$ cat src/rtl/tpu_uart_controller_if.sv
// Datapath-side bundle of the UART command front end: weight FIFO, activations, MLP control/status.
// Latency: n/a (pure signal grouping, no logic).
// Backpressure: none; every strobe is a single-cycle push that the datapath must accept.
interface tpu_uart_controller_if;
    logic        wf_push_col0;
    logic        wf_push_col1;
    logic [7:0]  wf_data_in;
    logic        wf_reset;
    logic        init_act_valid;
    logic [15:0] init_act_data;
    logic        start_mlp;
    logic        weights_ready;
    logic [3:0]  mlp_state;
    logic [4:0]  mlp_cycle_cnt;
    logic [31:0] mlp_acc0;

    // Command front end drives the strobes and reads MLP status
    modport master (
        output wf_push_col0, wf_push_col1, wf_data_in, wf_reset,
        output init_act_valid, init_act_data, start_mlp, weights_ready,
        input  mlp_state, mlp_cycle_cnt, mlp_acc0
    );

    // TPU bridge / MLP datapath side
    modport slave (
        input  wf_push_col0, wf_push_col1, wf_data_in, wf_reset,
        input  init_act_valid, init_act_data, start_mlp, weights_ready,
        output mlp_state, mlp_cycle_cnt, mlp_acc0
    );
endinterface

$ cat src/rtl/tpu_uart_controller.sv
// 8N1 UART RX/TX plus byte-command parser driving weight FIFO, activation load, MLP start and readback.
// Latency: strobes fire one cycle after the last argument byte is sampled; replies start 2 cycles after EXEC.
// Backpressure: none on RX (bytes arriving while a reply is in flight are dropped); replies wait on TX idle.
// Optional: define UART_CTRL_ACK_EN to transmit an 0xAA ack after every non-read opcode.
module tpu_uart_controller #(
    parameter int CLOCK_FREQ = 100_000_000,
    parameter int BAUD_RATE  = 115200
) (
    input  logic        clk,
    input  logic        rst_n,
    input  logic        uart_rx,
    output logic        uart_tx,
    tpu_uart_controller_if.master bus,
    output logic [3:0]  dbg_state,
    output logic [7:0]  dbg_cmd_reg,
    output logic [2:0]  dbg_byte_count,
    output logic [1:0]  dbg_resp_byte_idx,
    output logic        dbg_tx_valid,
    output logic        dbg_tx_ready,
    output logic        dbg_rx_valid,
    output logic [7:0]  dbg_rx_data,
    output logic        dbg_weights_ready,
    output logic        dbg_start_mlp
);
    localparam int CLKS_PER_BIT = CLOCK_FREQ / BAUD_RATE;
    localparam int CW = $clog2(CLKS_PER_BIT + 1);
    localparam logic [CW-1:0] BIT_LAST = CW'(CLKS_PER_BIT - 1);
    localparam logic [CW-1:0] BIT_HALF = CW'(CLKS_PER_BIT / 2);

    typedef enum logic [1:0] {RX_IDLE, RX_START, RX_DATA, RX_STOP} rx_state_t;
    typedef enum logic [3:0] {
        P_IDLE = 4'd0, P_GET_ARG = 4'd1, P_EXEC = 4'd2, P_SEND = 4'd3, P_WAIT_TX = 4'd4
    } p_state_t;

    // RX side
    logic          rx_s1, rx_s2, rx_prev;
    rx_state_t     rx_state;
    logic [CW-1:0] rx_cnt;
    logic [2:0]    rx_bit;
    logic [7:0]    rx_shift;
    logic          rx_valid;
    logic [7:0]    rx_data;

    // TX side
    logic          tx_busy;
    logic [CW-1:0] tx_cnt;
    logic [3:0]    tx_idx;
    logic [8:0]    tx_shift;
    logic          tx_ready;

    // Parser
    p_state_t      state;
    logic [7:0]    cmd_reg;
    logic [2:0]    byte_count;
    logic [7:0]    arg_lo, arg_hi;
    logic [31:0]   resp_buf;
    logic [1:0]    resp_idx, resp_last;
    logic          tx_valid;
    logic [7:0]    tx_data;

    assign tx_ready          = ~tx_busy;
    assign dbg_state         = state;
    assign dbg_cmd_reg       = cmd_reg;
    assign dbg_byte_count    = byte_count;
    assign dbg_resp_byte_idx = resp_idx;
    assign dbg_tx_valid      = tx_valid;
    assign dbg_tx_ready      = tx_ready;
    assign dbg_rx_valid      = rx_valid;
    assign dbg_rx_data       = rx_data;
    assign dbg_weights_ready = bus.weights_ready;
    assign dbg_start_mlp     = bus.start_mlp;

    // RX: synchronise the pin, find the start edge, sample mid-bit, drop frames with a low stop bit
    always_ff @(posedge clk or negedge rst_n) begin
        if (!rst_n) begin
            rx_s1    <= 1'b1;
            rx_s2    <= 1'b1;
            rx_prev  <= 1'b1;
            rx_state <= RX_IDLE;
            rx_cnt   <= '0;
            rx_bit   <= '0;
            rx_shift <= '0;
            rx_valid <= 1'b0;
            rx_data  <= '0;
        end else begin
            rx_s1    <= uart_rx;
            rx_s2    <= rx_s1;
            rx_prev  <= rx_s2;
            rx_valid <= 1'b0;
            rx_cnt   <= rx_cnt + 1'b1;
            case (rx_state)
                RX_IDLE: begin
                    rx_cnt <= '0;
                    if (rx_prev && !rx_s2) rx_state <= RX_START;
                end
                RX_START: if (rx_cnt == BIT_HALF) begin
                    rx_cnt   <= '0;
                    rx_bit   <= '0;
                    rx_state <= rx_s2 ? RX_IDLE : RX_DATA;
                end
                RX_DATA: if (rx_cnt == BIT_LAST) begin
                    rx_cnt   <= '0;
                    rx_shift <= {rx_s2, rx_shift[7:1]};
                    rx_bit   <= rx_bit + 1'b1;
                    if (rx_bit == 3'd7) rx_state <= RX_STOP;
                end
                RX_STOP: if (rx_cnt == BIT_LAST) begin
                    rx_state <= RX_IDLE;
                    if (rx_s2) begin
                        rx_valid <= 1'b1;
                        rx_data  <= rx_shift;
                    end
                end
                default: rx_state <= RX_IDLE;
            endcase
        end
    end

    // TX: start bit on accept, then 8 data bits LSB first, then a stop bit; line rests high
    always_ff @(posedge clk or negedge rst_n) begin
        if (!rst_n) begin
            uart_tx  <= 1'b1;
            tx_busy  <= 1'b0;
            tx_cnt   <= '0;
            tx_idx   <= '0;
            tx_shift <= '0;
        end else if (!tx_busy) begin
            if (tx_valid) begin
                uart_tx  <= 1'b0;
                tx_shift <= {1'b1, tx_data};
                tx_busy  <= 1'b1;
                tx_cnt   <= '0;
                tx_idx   <= '0;
            end
        end else if (tx_cnt == BIT_LAST) begin
            tx_cnt <= '0;
            if (tx_idx == 4'd9) begin
                tx_busy <= 1'b0;
            end else begin
                uart_tx  <= tx_shift[0];
                tx_shift <= {1'b0, tx_shift[8:1]};
                tx_idx   <= tx_idx + 1'b1;
            end
        end else begin
            tx_cnt <= tx_cnt + 1'b1;
        end
    end

    // Parser FSM: collect opcode/arguments, fire one-cycle strobes in EXEC, stream replies byte by byte
    always_ff @(posedge clk or negedge rst_n) begin
        if (!rst_n) begin
            state              <= P_IDLE;
            cmd_reg            <= '0;
            byte_count         <= '0;
            arg_lo             <= '0;
            arg_hi             <= '0;
            resp_buf           <= '0;
            resp_idx           <= '0;
            resp_last          <= '0;
            tx_valid           <= 1'b0;
            tx_data            <= '0;
            bus.wf_push_col0   <= 1'b0;
            bus.wf_push_col1   <= 1'b0;
            bus.wf_data_in     <= '0;
            bus.wf_reset       <= 1'b0;
            bus.init_act_valid <= 1'b0;
            bus.init_act_data  <= '0;
            bus.start_mlp      <= 1'b0;
            bus.weights_ready  <= 1'b0;
        end else begin
            bus.wf_push_col0   <= 1'b0;
            bus.wf_push_col1   <= 1'b0;
            bus.wf_reset       <= 1'b0;
            bus.init_act_valid <= 1'b0;
            bus.start_mlp      <= 1'b0;
            case (state)
                P_IDLE: if (rx_valid) begin
                    cmd_reg    <= rx_data;
                    byte_count <= '0;
                    case (rx_data)
                        8'h01, 8'h02, 8'h03:                 state <= P_GET_ARG;
                        8'h04, 8'h05, 8'h06, 8'h07, 8'h08:   state <= P_EXEC;
                        default:                             state <= P_IDLE;
                    endcase
                end
                P_GET_ARG: if (rx_valid) begin
                    if (byte_count == 3'd0) arg_lo <= rx_data;
                    else                    arg_hi <= rx_data;
                    byte_count <= byte_count + 1'b1;
                    // WR_ACT is the only two-argument opcode
                    if (cmd_reg != 8'h03 || byte_count == 3'd1) state <= P_EXEC;
                end
                P_EXEC: begin
                    resp_idx <= '0;
                    state    <= P_IDLE;
                    case (cmd_reg)
                        8'h01: begin bus.wf_push_col0 <= 1'b1; bus.wf_data_in <= arg_lo; end
                        8'h02: begin bus.wf_push_col1 <= 1'b1; bus.wf_data_in <= arg_lo; end
                        8'h03: begin
                            bus.init_act_valid <= 1'b1;
                            bus.init_act_data  <= {arg_hi, arg_lo};
                        end
                        8'h04: bus.weights_ready <= 1'b1;
                        8'h05: if (bus.weights_ready) bus.start_mlp <= 1'b1;
                        8'h06: begin
                            resp_buf  <= {4'b0, bus.mlp_state, 3'b0, bus.mlp_cycle_cnt, 16'h0000};
                            resp_last <= 2'd1;
                            state     <= P_SEND;
                        end
                        8'h07: begin
                            resp_buf  <= bus.mlp_acc0;
                            resp_last <= 2'd3;
                            state     <= P_SEND;
                        end
                        8'h08: begin bus.wf_reset <= 1'b1; bus.weights_ready <= 1'b0; end
                        default: ;
                    endcase
`ifdef UART_CTRL_ACK_EN
                    if (cmd_reg != 8'h06 && cmd_reg != 8'h07) begin
                        resp_buf  <= 32'hAA00_0000;
                        resp_last <= 2'd0;
                        state     <= P_SEND;
                    end
`endif
                end
                P_SEND: begin
                    tx_valid <= 1'b1;
                    tx_data  <= resp_buf[31:24];
                    state    <= P_WAIT_TX;
                end
                P_WAIT_TX: begin
                    if (tx_valid) begin
                        if (tx_ready) tx_valid <= 1'b0;
                    end else if (tx_ready) begin
                        if (resp_idx == resp_last) begin
                            state <= P_IDLE;
                        end else begin
                            resp_idx <= resp_idx + 1'b1;
                            resp_buf <= {resp_buf[23:0], 8'h00};
                            state    <= P_SEND;
                        end
                    end
                end
                default: state <= P_IDLE;
            endcase
        end
    end
endmodule

$ cat src/flat_wrapper.sv
// flat-port wrapper written by rule: the top's interface ports become plain ports
module tpu_uart_controller_flat 
#(
    parameter int CLOCK_FREQ = 100_000_000,
    parameter int BAUD_RATE  = 115200
)
  (clk, rst_n, uart_rx, uart_tx, dbg_state, dbg_cmd_reg, dbg_byte_count, dbg_resp_byte_idx, dbg_tx_valid, dbg_tx_ready, dbg_rx_valid, dbg_rx_data, dbg_weights_ready, dbg_start_mlp, bus_wf_push_col0, bus_wf_push_col1, bus_wf_data_in, bus_wf_reset, bus_init_act_valid, bus_init_act_data, bus_start_mlp, bus_weights_ready, bus_mlp_state, bus_mlp_cycle_cnt, bus_mlp_acc0);
  tpu_uart_controller_if bus_i ();
  input  logic clk;
  input  logic rst_n;
  input  logic uart_rx;
  output logic uart_tx;
  output logic [3:0] dbg_state;
  output logic [7:0] dbg_cmd_reg;
  output logic [2:0] dbg_byte_count;
  output logic [1:0] dbg_resp_byte_idx;
  output logic dbg_tx_valid;
  output logic dbg_tx_ready;
  output logic dbg_rx_valid;
  output logic [7:0] dbg_rx_data;
  output logic dbg_weights_ready;
  output logic dbg_start_mlp;
  output wire logic [$bits(bus_i.wf_push_col0)-1:0] bus_wf_push_col0;
  output wire logic [$bits(bus_i.wf_push_col1)-1:0] bus_wf_push_col1;
  output wire logic [$bits(bus_i.wf_data_in)-1:0] bus_wf_data_in;
  output wire logic [$bits(bus_i.wf_reset)-1:0] bus_wf_reset;
  output wire logic [$bits(bus_i.init_act_valid)-1:0] bus_init_act_valid;
  output wire logic [$bits(bus_i.init_act_data)-1:0] bus_init_act_data;
  output wire logic [$bits(bus_i.start_mlp)-1:0] bus_start_mlp;
  output wire logic [$bits(bus_i.weights_ready)-1:0] bus_weights_ready;
  input wire logic [$bits(bus_i.mlp_state)-1:0] bus_mlp_state;
  input wire logic [$bits(bus_i.mlp_cycle_cnt)-1:0] bus_mlp_cycle_cnt;
  input wire logic [$bits(bus_i.mlp_acc0)-1:0] bus_mlp_acc0;
  assign bus_wf_push_col0 = bus_i.wf_push_col0;
  assign bus_wf_push_col1 = bus_i.wf_push_col1;
  assign bus_wf_data_in = bus_i.wf_data_in;
  assign bus_wf_reset = bus_i.wf_reset;
  assign bus_init_act_valid = bus_i.init_act_valid;
  assign bus_init_act_data = bus_i.init_act_data;
  assign bus_start_mlp = bus_i.start_mlp;
  assign bus_weights_ready = bus_i.weights_ready;
  assign bus_i.mlp_state = bus_mlp_state;
  assign bus_i.mlp_cycle_cnt = bus_mlp_cycle_cnt;
  assign bus_i.mlp_acc0 = bus_mlp_acc0;
  tpu_uart_controller #(.CLOCK_FREQ(CLOCK_FREQ), .BAUD_RATE(BAUD_RATE)) u_core (.clk(clk), .rst_n(rst_n), .uart_rx(uart_rx), .uart_tx(uart_tx), .bus(bus_i), .dbg_state(dbg_state), .dbg_cmd_reg(dbg_cmd_reg), .dbg_byte_count(dbg_byte_count), .dbg_resp_byte_idx(dbg_resp_byte_idx), .dbg_tx_valid(dbg_tx_valid), .dbg_tx_ready(dbg_tx_ready), .dbg_rx_valid(dbg_rx_valid), .dbg_rx_data(dbg_rx_data), .dbg_weights_ready(dbg_weights_ready), .dbg_start_mlp(dbg_start_mlp));
endmodule
$ cat config.mk
export PLATFORM = sky130hd
export DESIGN_NAME = tpu_uart_controller_flat
export DESIGN_NICKNAME = d
export VERILOG_FILES = /design/src/rtl/tpu_uart_controller_if.sv /design/src/rtl/tpu_uart_controller.sv /design/src/flat_wrapper.sv
export SDC_FILE = /design/constraint.sdc
export NUM_CORES = 1
export LEC_CHECK = 0
export ABC_AREA = 1
export CORE_MARGIN = 2
export CORE_UTILIZATION = 55
export CTS_CLUSTER_SIZE = 20
export DETAILED_ROUTE_END_ITERATION = 7
export PLACE_DENSITY_LB_ADDON = 0.05
export SLEW_MARGIN = 0
export SYNTH_ARGS = -nofsm -noshare
export SYNTH_HDL_FRONTEND = slang
export SYNTH_SLANG_ARGS = --single-unit
$ cat constraint.sdc
create_clock -name clk -period 1.75 [get_ports clk]
set_input_delay 0.35 -clock clk [delete_from_list [all_inputs] [get_ports clk]]
set_output_delay 0.35 -clock clk [all_outputs]
set_load 0.1 [all_outputs]
Word level (Yosys, flattened, before mapping)
Memories as Yosys holds them, arrays and structs flattened.
Cells that the tools add are included.
{ "word_totals": {"ff_bits": 166, "rom_bits": 32, "in_bits": 44, "output_inout_bits": 61, "elab_cells": 182, "memories": 1} }
{ "classes": {"add_sub_neg": 6, "eq_ne": 37, "mux": 72, "bitwise_logic": 2, "n_reduce_logical": 32} }
{ "mem_list": {"columns": ["memory", "depth", "word_bits", "read_ports", "rd_clocked_by_memory_dff", "wr", "line_no", "source"], "rows": [
  ["(no name shown)", 16, 2, 1, 0, 0, "tpu_uart_controller.sv:180", "case (rx_data)"]
]} }
{ "op_table": {"columns": ["cell", "n"], "rows": [
  ["32-bit case mux with 2 select lines", 2],
  ["32-bit 2-to-1 mux", 3],
  ["10-bit 2-to-1 mux", 5],
  ["4-bit 2-to-1 mux", 10],
  ["9-bit 2-to-1 mux", 4],
  ["8-bit by 3-bit == test with 1-bit output (second input constant)", 4],
  ["10-bit case mux with 3 select lines", 1],
  ["1-bit 2-to-1 mux", 24],
  ["2-bit 2-to-1 mux", 11],
  ["10-bit by 1-bit adder with 10-bit output (second input constant)", 2],
  ["10-bit == test (second input constant)", 2],
  ["4-bit case mux with 5 select lines", 1],
  ["3-bit AND reduction", 6],
  ["8-bit by 2-bit == test with 1-bit output (second input constant)", 2],
  ["2-bit by 1-bit inequality test with 1-bit output (second input constant)", 8],
  ["5-bit AND reduction", 3],
  ["2-bit nonzero test", 7],
  ["3-bit 2-to-1 mux", 4],
  ["3-bit case mux with 2 select lines", 2],
  ["2-bit AND reduction", 6],
  ["10-bit by 9-bit == test with 1-bit output (second input constant)", 1],
  ["2-bit inequality test (second input constant)", 5],
  ["4-bit by 2-bit == test with 1-bit output (second input constant)", 2],
  ["8-bit by 1-bit == test with 1-bit output (second input constant)", 1],
  ["other kinds (26)", 33]
]} }

Logic depth before layout (Yosys ltp)
Gate-level depths: netlist (run 1).
{ "depth": {"depth_word": 5, "ltp_mapped": 11, "ltp_nobuf": 11} }

Worst setup path after synthesis (run 1)
Ideal clock, no wire load.
{ "synth_timing": {"kind": "register to register", "startpoint": "register u_core.state[2] (netlist: u_core.dbg_state[2])", "endpoint": "register u_core.resp_buf[2]", "setup_time_ps": 123, "arrival_time_ps": 1990, "required_ps": 1627, "slack_ps": -364, "path_stages_with_launch": 9, "period_less_slack_ps": 2114, "path_cell_list": "dfrtp_1 > inv_1 > nor3_4 > nand2_1 > nand2_1 > nand3_2 > buf_2 > nand2_1 > o21ai_1"} }
{ "synth_via": {"elab_chain_cells": 3} }
{ "synth_lines": {"columns": ["element", "line_no", "source"], "rows": [
  ["from (decl)", "tpu_uart_controller.sv:52", "p_state_t state;"],
  ["from (signal assigned)", "tpu_uart_controller.sv:152", "state <= P_IDLE;"],
  ["from (signal assigned)", "tpu_uart_controller.sv:181", "8'h01, 8'h02, 8'h03: state <= P_GET_ARG;"],
  ["from (signal assigned)", "tpu_uart_controller.sv:182", "8'h04, 8'h05, 8'h06, 8'h07, 8'h08: state <= P_EXEC;"],
  ["4-bit by 2-bit == test with 1-bit output or 4-bit by 3-bit == test with 1-bit output (tied branches)", "tpu_uart_controller.sv:176", "case (state)"],
  ["3-bit inequality test (no line), or another cell as far along", null, null],
  ["5-bit AND reduction (no line)", null, null],
  ["to (signal assigned)", "tpu_uart_controller.sv:206", "resp_buf <= {4'b0, bus.mlp_state, 3'b0, bus.mlp_cycle_cnt, 16'h0000};"],
  ["to (signal assigned)", "tpu_uart_controller.sv:211", "resp_buf <= bus.mlp_acc0;"],
  ["to (signal assigned)", "tpu_uart_controller.sv:239", "resp_buf <= {resp_buf[23:0], 8'h00};"],
  ["to (decl)", "tpu_uart_controller.sv:56", "logic [31:0] resp_buf;"]
]} }
Parallel ways exist; a longest one is shown, timed or not.
A chain may end at the register's enable or synchronous reset.

Final worst setup path (run 1)
{ "layout_timing": {"startpoint": "register u_core.tx_busy", "endpoint": "output dbg_tx_ready"} }
{ "layout_via": {"elab_chain_cells": 1} }
{ "layout_lines": {"columns": ["element", "line_no", "source"], "rows": [
  ["from (decl)", "tpu_uart_controller.sv:45", "logic tx_busy;"],
  ["from (signal assigned)", "tpu_uart_controller.sv:123", "tx_busy <= 1'b0;"],
  ["from (signal assigned)", "tpu_uart_controller.sv:131", "tx_busy <= 1'b1;"],
  ["from (signal assigned)", "tpu_uart_controller.sv:138", "tx_busy <= 1'b0;"],
  ["1-bit inverter", "tpu_uart_controller.sv:61", "assign tx_ready = ~tx_busy;"],
  ["to (decl)", "flat_wrapper.sv:18", "output logic dbg_tx_ready;"]
]} }
No other way between the ends.

==> metrics.txt, run 1 <==
# TYPE chip_impl_metric gauge
chip_impl_metric{name="worst_slack",unit="ns"} 0.0576
chip_impl_metric{name="critical_path.max_fanout",unit=""} 6
chip_impl_info{name="status",value="finished, final reports clean"} 1
chip_impl_info{name="clock-root-buffer",value="clkbuf_16"} 1
chip_impl_metric{name="max_stage_delay",unit="ns"} 0.43
chip_impl_metric{name="synth.ff_latch_count",unit=""} 165
chip_impl_metric{name="worst_clock_skew",unit="ns"} 0.00730
chip_impl_metric{name="die_h",unit="um"} 122
chip_impl_info{name="worst_path_cell_with_the_longest_stage_delay",value="dfrtp_1"} 1
chip_impl_metric{name="portBuffers",unit=""} 103
chip_impl_metric{name="clock_latency_of_the_later_clocked_register_in_the_worst_skew_pair",unit="ns"} 0.43
chip_impl_info{name="postSynth.topFlopCell",value="dfrtp_1"} 1
chip_impl_info{name="cts_tree",value="done"} 1
chip_impl_metric{name="die_area",unit="um2"} 14900
chip_impl_metric{name="globalRouteOverflowTotal",unit=""} 0
chip_impl_metric{name="placement_rows",unit=""} 43
chip_impl_metric{name="synth.net_count",unit=""} 1007
chip_impl_info{name="critPathLaunchType",value="flop"} 1
chip_impl_metric{name="timing_max_transition_violations_final",unit=""} 0
chip_impl_info{name="timing.critical_path.from",value="u_core.tx_busy$_DFF_PN0_"} 1
chip_impl_metric{name="critPathArrivalTime",unit="ns"} 1.34
chip_impl_metric{name="place_inst",unit=""} 1241
chip_impl_info{name="worstPathCellList",value="buf_8 -> clkinvlp_4 -> buf_12"} 1
chip_impl_info{name="worst_setup_path_end_kind",value="output port"} 1
chip_impl_info{name="r2r-start",value="u_core.dbg_state[2]$_DFFE_PN0P_"} 1
chip_impl_metric{name="vdd.ir_drop.worst",unit="mV"} 0.818
chip_impl_info{name="worst_hold_path_type",value="in2reg"} 1
chip_impl_metric{name="cts.reportedPaths.clkPinSlew",unit="ns"} 0.06
chip_impl_metric{name="vias_per_cell",unit=""} 5.08
chip_impl_metric{name="vias_in_the_first_global_route",unit=""} 6266
chip_impl_metric{name="drt_pass1_iterations",unit=""} 6
chip_impl_metric{name="avgRoutedWirePerCell",unit="um"} 14.0
chip_impl_metric{name="placeable_area",unit="um2"} 13700
chip_impl_metric{name="dp.final_hpwl",unit="um"} 12400
chip_impl_metric{name="critPathRequiredTime",unit="ns"} 1.40
chip_impl_metric{name="power_leakage",unit="uW"} 0.00496
chip_impl_info{name="unrepaired_setup_endpoints_after_global_routing",value="true"} 1
chip_impl_metric{name="totalWireLength",unit="um"} 17900
chip_impl_info{name="critical_path_class",value="reg2out"} 1
chip_impl_metric{name="synthDistinctLibCells",unit=""} 34
chip_impl_metric{name="timing.final.crit_share",unit=""} 0.967
chip_impl_metric{name="drv.max_cap_violation_count",unit=""} 0
chip_impl_metric{name="timing_hold_violations_final",unit=""} 0
chip_impl_info{name="biggestRegsByFlops",value="u_core.resp_buf: 32 flops, u_core.bus.init_act_data: 16 flops"} 1
chip_impl_metric{name="grt_usage",unit=""} 0.260
chip_impl_metric{name="io-pin-count",unit=""} 105
chip_impl_metric{name="power.density",unit="nW/um2"} 802
chip_impl_metric{name="drc_errors",unit=""} 0
chip_impl_metric{name="ctsLongestPathBuffers",unit=""} 2
chip_impl_metric{name="largest_register_ffs",unit=""} 32
chip_impl_metric{name="fin_nets",unit=""} 1145
chip_impl_metric{name="post-route-cell-area",unit="um2"} 10500
chip_impl_metric{name="place.gp.congestion",unit=""} 0.859
chip_impl_metric{name="synth-edff-count",unit=""} 0
chip_impl_metric{name="yosys_warnings",unit=""} 0
chip_impl_info{name="timing.hold.worst.start",value="uart_rx"} 1
chip_impl_metric{name="final.fill_count",unit=""} 926
chip_impl_metric{name="num_antenna_cells",unit=""} 0
chip_impl_metric{name="synth.avg_cell_area",unit="um2"} 8.06
chip_impl_metric{name="ctsHtreeMaxLevel",unit=""} 4
chip_impl_metric{name="post-place-ws",unit="ns"} 0.0203
chip_impl_metric{name="finish.cell_count_without_fillers",unit=""} 1280
chip_impl_metric{name="cts_inserted_buffers",unit=""} 17
chip_impl_metric{name="netlist_instances",unit=""} 949
chip_impl_info{name="largest_register",value="u_core.resp_buf"} 1
chip_impl_metric{name="synth_sequential_area_ratio",unit=""} 0.540
chip_impl_metric{name="dpl-instance-area",unit="um2"} 9790
chip_impl_metric{name="die_x",unit="um"} 122
chip_impl_metric{name="initial_core_util",unit=""} 0.558
chip_impl_metric{name="initialDrtViolationCount",unit=""} 456
chip_impl_metric{name="grt_max_degree",unit=""} 40
chip_impl_metric{name="routed-via-count",unit=""} 6498
chip_impl_metric{name="wire_length_of_the_first_global_routing_pass",unit="um"} 30600
chip_impl_metric{name="clock_sink_count",unit=""} 165
chip_impl_metric{name="initial_antenna_violation_count",unit=""} 0
chip_impl_metric{name="asr_flop_ratio_synth",unit=""} 1.00
chip_impl_metric{name="final.setup.tns",unit="ns"} 0
chip_impl_metric{name="layout-area-overhead-vs-synth",unit="%"} 37.2
chip_impl_metric{name="max_freq",unit="MHz"} 591
chip_impl_metric{name="fin_crit",unit="ns"} 1.69
chip_impl_metric{name="synth.cell_area",unit="um2"} 7650
chip_impl_metric{name="setup_viol",unit=""} 0
chip_impl_metric{name="drt.antenna.violating_nets",unit=""} 0
chip_impl_metric{name="fraction_of_final_layout_cells_sized_beyond_drive_strength_1",unit=""} 0.174
-- kinds of logic after synthesis --
logic type | after synthesis | synth area share
AND/OR/NAND/NOR | 513 | 0.273
buffers and inverters | 122 | 0.0654
XOR/XNOR | 11 | 0.0126
adder cells (fa/ha/maj) | 14 | 0.0229
AO/OA/AOI/OAI | 123 | 0.0849
flip-flops | 165 | 0.540
other | 1 | 0.000490
-- placed cells by master (no fill, tap or decap), types with 8 or more instances in the layout --
master / synthesis / layout
buf_12: 0 / 69
clkbuf_16: 0 / 17
xor2_1: 8 / 8
o21ai_0: 91 / 88
dfrtp_2: 0 / 16
ha_1: 14 / 13
nand3_1: 46 / 45
nand2_1: 397 / 394
o21ai_1: 12 / 15
buf_4: 7 / 34
inv_1: 89 / 88
nand4_1: 12 / 12
nor2_1: 37 / 35
dfrtp_1: 161 / 143
clkdlybuf4s50_1: 0 / 42
-- final timing paths --
check / depth (start not counted) / to / slack (ns)
setup / recovery: 3 / dbg_tx_ready / 0.06
hold / removal: 1 / u_core.rx_s1$_DFF_PN1_ / 0.32
setup reg to reg: 8 / u_core.bus.wf_data_in[4]$_DFFE_PN0P_ / 0.08
hold reg to reg: 0 / u_core.rx_s2$_DFF_PN1_ / 0.36
max in group asynchronous: 3 / u_core.uart_tx$_DFFE_PN1P_ / 0.73
min in group asynchronous: 2 / u_core.bus.init_act_data[4]$_DFFE_PN0P_ / 0.40
-- worst max-delay path: cells and delay by family, from the launching register on --
| kind | cells | cell delay [ns] |
|---|---|---|
| buffers and inverters | 3 | 0.48 |
| flip-flops | 1 | 0.43 |
-- cells in the mapped netlist, types with 2 or more instances --
library cell,n,share of area
buf_4,7,0.0069
xor2_1,8,0.0092
nand3_1,46,0.030
nand4_1,12,0.0098
dfrtp_1,161,0.53
dfstp_2,4,0.014
ha_1,14,0.023
inv_1,89,0.044
o22ai_1,6,0.0049
nor3_4,2,0.0043
o21ai_1,12,0.0079
nor3_1,4,0.0026
xnor2_1,3,0.0034
or2_2,5,0.0041
o21ai_0,91,0.060
clkbuf_1,11,0.0054
a21oi_1,8,0.0052
nor2_1,37,0.018
nor2_2,5,0.0041
inv_2,2,0.00098
buf_2,13,0.0085
nand2_1,397,0.19
-- final cells by class --
cell class	instances	area, um2	share of cell area
multi-input cells	662	3050	0.290
flip-flops and latches	165	4160	0.397
repair buffers	150	2120	0.202
inverters	91	353	0.0336
well taps	180	225	0.0215
clock inverters	14	151	0.0144
clock buffers	18	439	0.0419
-- stage by stage --
| stage | hold WS (ns) | power (uW) | utilization |
|---|---|---|---|
| global placement | 0.290 | 4730 | 0.713 |
| global route | 0.318 | 8770 | 0.765 |
| finish | 0.324 | 8410 | 0.765 |
| detailed placement | 0.290 | 4750 | 0.713 |
| floorplan | 0.0544 | 4370 | - |
| CTS | 0.315 | 8440 | 0.759 |
-- layer usage --
metal	vias to the layer above	global-route usage	routed length, um
met1	3043	0.364	8010
li1	3260	-	-
met5	-	0	0
met2	173	0.412	8650
met4	0	0.0654	223
met3	22	0.0632	984
-- power breakdown --
part	switching (uW)	internal, uW	total, uW	leakage, uW
Sequential	61.9	3880	3940	0.00209
Clock	1560	2150	3700	0.000275
Combinational	446	321	768	0.00260
-- what timing repair did --
action / in CTS / in global routing
setup buffers: 1 / 5
gates resized for setup: 3 / 19
hold buffers: 1 / 0
pin swaps: 0 / 2
endpoints found under the hold margin: 33 / 0
endpoints found under the setup margin: 2 / 71
No activity file was read; power rests on OpenSTA's default activity.
==> run 2, diff against run 1 <==
CORE_UTILIZATION = 57   (was 55)
CTS_BUF_LIST = sky130_fd_sc_hd__clkbuf_8   (was not set)
clock period = 1.66 ns   (was 1.75 ns; I/O delays follow)
==> run 2 against run 1 <==
Net effect: non-clock buffer count up 7; first-iteration DRC count increased by 28%; via count up 2.6%; largest cell class unchanged.
==> metrics.txt, run 2 (synthesis gave the netlist of run 1 again) <==
# TYPE chip_impl_metric gauge
chip_impl_info{name="status",value="finished, final reports clean"} 1
chip_impl_metric{name="timing_hold_violations_final",unit=""} 0
chip_impl_metric{name="ctsLongestPathBuffers",unit=""} 2
chip_impl_metric{name="post-route-cell-area",unit="um2"} 10500
chip_impl_metric{name="largest_register_ffs",unit=""} 32
chip_impl_metric{name="ctsHtreeMaxLevel",unit=""} 4
chip_impl_metric{name="drv.max_cap_violation_count",unit=""} 0
chip_impl_metric{name="fraction_of_final_layout_cells_sized_beyond_drive_strength_1",unit=""} 0.205
chip_impl_metric{name="finish.cell_count_without_fillers",unit=""} 1284
chip_impl_info{name="cts_tree",value="done"} 1
chip_impl_info{name="unrepaired_setup_endpoints_after_global_routing",value="true"} 1
chip_impl_info{name="critPathLaunchType",value="flop"} 1
chip_impl_metric{name="dp.final_hpwl",unit="um"} 12500
chip_impl_metric{name="max_freq",unit="MHz"} 615
chip_impl_metric{name="place.gp.congestion",unit=""} 0.857
chip_impl_metric{name="timing.final.crit_share",unit=""} 0.979
chip_impl_info{name="biggestRegsByFlops",value="u_core.resp_buf: 32 flops, u_core.bus.init_act_data: 16 flops"} 1
chip_impl_metric{name="cts.reportedPaths.clkPinSlew",unit="ns"} 0.08
chip_impl_metric{name="clock_latency_of_the_later_clocked_register_in_the_worst_skew_pair",unit="ns"} 0.47
chip_impl_metric{name="power.density",unit="nW/um2"} 729
chip_impl_metric{name="num_antenna_cells",unit=""} 0
chip_impl_metric{name="place_inst",unit=""} 1240
chip_impl_metric{name="portBuffers",unit=""} 103
chip_impl_metric{name="drc_errors",unit=""} 0
chip_impl_info{name="cpLargestDelayFamily",value="simple AND/OR/NAND/NOR gates"} 1
chip_impl_metric{name="critical_path.max_fanout",unit=""} 28
chip_impl_info{name="layout_commonest_cell",value="nand2_1"} 1
chip_impl_info{name="worst_setup_path_end_kind",value="flop"} 1
chip_impl_metric{name="vias_in_the_first_global_route",unit=""} 6367
chip_impl_metric{name="io-pin-count",unit=""} 105
chip_impl_info{name="clock-root-buffer",value="clkbuf_8"} 1
chip_impl_metric{name="timing_max_transition_violations_final",unit=""} 0
chip_impl_metric{name="initial_core_util",unit=""} 0.580
chip_impl_metric{name="fin_crit",unit="ns"} 1.63
chip_impl_info{name="worstPathCellList",value="inv_4 -> nor3_4 -> nand2_2 -> nand2_2 -> nand3_4 -> buf_12 -> nand2_1 -> nand2_1"} 1
chip_impl_metric{name="die_area",unit="um2"} 14400
chip_impl_metric{name="grt_usage",unit=""} 0.260
chip_impl_metric{name="final.fill_count",unit=""} 892
chip_impl_metric{name="drt_pass1_iterations",unit=""} 5
chip_impl_metric{name="wire_length_of_the_first_global_routing_pass",unit="um"} 29800
chip_impl_info{name="critical_path_class",value="reg2reg"} 1
chip_impl_metric{name="globalRouteOverflowTotal",unit=""} 0
chip_impl_info{name="most-common-layout-cells",value="nand2_1, dfrtp_1, inv_1"} 1
chip_impl_metric{name="layout-area-overhead-vs-synth",unit="%"} 37.7
chip_impl_metric{name="initial_antenna_violation_count",unit=""} 0
chip_impl_info{name="worst_hold_path_type",value="in2reg"} 1
chip_impl_metric{name="placeable_area",unit="um2"} 13200
chip_impl_metric{name="worst_clock_skew",unit="ns"} 0.0162
chip_impl_metric{name="grt_max_degree",unit=""} 41
chip_impl_info{name="largest_register",value="u_core.resp_buf"} 1
chip_impl_metric{name="clock_sink_count",unit=""} 165
chip_impl_metric{name="final.setup.tns",unit="ns"} 0
chip_impl_metric{name="dpl-instance-area",unit="um2"} 9840
chip_impl_metric{name="power",unit="uW"} 7680
chip_impl_metric{name="setup_viol",unit=""} 0
chip_impl_metric{name="timing.critical_path.buf_inv",unit=""} 2
chip_impl_metric{name="cts_inserted_buffers",unit=""} 17
chip_impl_metric{name="routed-via-count",unit=""} 6670
chip_impl_metric{name="fin_nets",unit=""} 1153
chip_impl_metric{name="power_leakage",unit="uW"} 0.00498
chip_impl_metric{name="max_stage_delay",unit="ns"} 0.47
chip_impl_metric{name="totalWireLength",unit="um"} 18200
chip_impl_metric{name="critPathArrivalTime",unit="ns"} 1.99
chip_impl_metric{name="initialDrtViolationCount",unit=""} 582
chip_impl_metric{name="worst_hold_slack",unit="ns"} 0.281
chip_impl_metric{name="avgRoutedWirePerCell",unit="um"} 14.2
chip_impl_metric{name="vias_per_cell",unit=""} 5.19
chip_impl_metric{name="drt.antenna.violating_nets",unit=""} 0
chip_impl_metric{name="placement_rows",unit=""} 42
chip_impl_metric{name="die_h",unit="um"} 120
chip_impl_metric{name="critPathRequiredTime",unit="ns"} 2.02
chip_impl_metric{name="die_x",unit="um"} 120
chip_impl_metric{name="vdd.ir_drop.worst",unit="mV"} 0.729
chip_impl_info{name="worst_path_cell_with_the_longest_stage_delay",value="dfrtp_4"} 1
[run 2: cell count changes in the layout (fill, tap and decap cells not counted), sizes merged]
cell | previous run | this run
clkbuf | 18 | 27
buf | 107 | 111
clkinvlp | 6 | 2
inv | 93 | 97
clkinv | 4 | 1
bufinv | 2 | 0
[run 2: cell type report]
class	instances	area [um2]	share of cell area
tap	176	220	0.0209
multi-input combinational	662	3140	0.299
inverter	91	359	0.0341
timing repair buffer	157	2250	0.213
sequential	165	4190	0.398
timing repair inverter	1	7.51	0.000713
clock inverter	8	35.0	0.00333
clock buffer	24	330	0.0314
[run 2: path summary, 6_finish.rpt]
check	from	to	slack [ns]	cells after the start
setup / recovery	u_core.dbg_state[2]$_DFFE_PN0P_	u_core.resp_buf[11]$_DFFE_PN0P_	0.03	8
hold / removal	uart_rx	u_core.rx_s1$_DFF_PN1_	0.28	1
setup reg to reg	u_core.dbg_state[2]$_DFFE_PN0P_	u_core.resp_buf[11]$_DFFE_PN0P_	0.03	8
hold reg to reg	u_core.rx_s1$_DFF_PN1_	u_core.rx_s2$_DFF_PN1_	0.36	0
max in group asynchronous	rst_n	u_core.rx_s2$_DFF_PN1_	0.70	3
min in group asynchronous	rst_n	u_core.arg_hi[3]$_DFFE_PN0P_	0.33	2
[run 2: power by group]
| group | internal (uW) | switching [uW] | leakage, uW | total, uW |
|---|---|---|---|---|
| Combinational | 359 | 494 | 0.00270 | 854 |
| Sequential | 4080 | 71.6 | 0.00208 | 4160 |
| Clock | 1280 | 1390 | 0.000209 | 2670 |
| Total | 5730 | 1950 | 0.00498 | 7680 |
[run 2: metrics by stage]
stage	utilization	setup WS, ns
finish	0.798	0.0344
global route	0.798	-0.0679
CTS	0.776	0.00156
detailed placement	0.746	0.00296
global placement	0.746	0.0330
floorplan	-	-0.0463
[run 2: repair_timing]
item / in CTS / in global routing
gates cloned: 0 / 4
buffers inserted: 1 / 6
hold buffers: 1 / 0
endpoints found under the hold margin: 28 / 0
pin swaps: 0 / 14
setup endpoints to repair: 6 / 90
gates resized for setup: 5 / 54
[run 2: metal layers]
layer | wire, um | global-route usage
met1 | 7890 | 0.345
met2 | 9080 | 0.423
met3 | 962 | 0.0684
met4 | 266 | 0.0787
met5 | 0 | 0
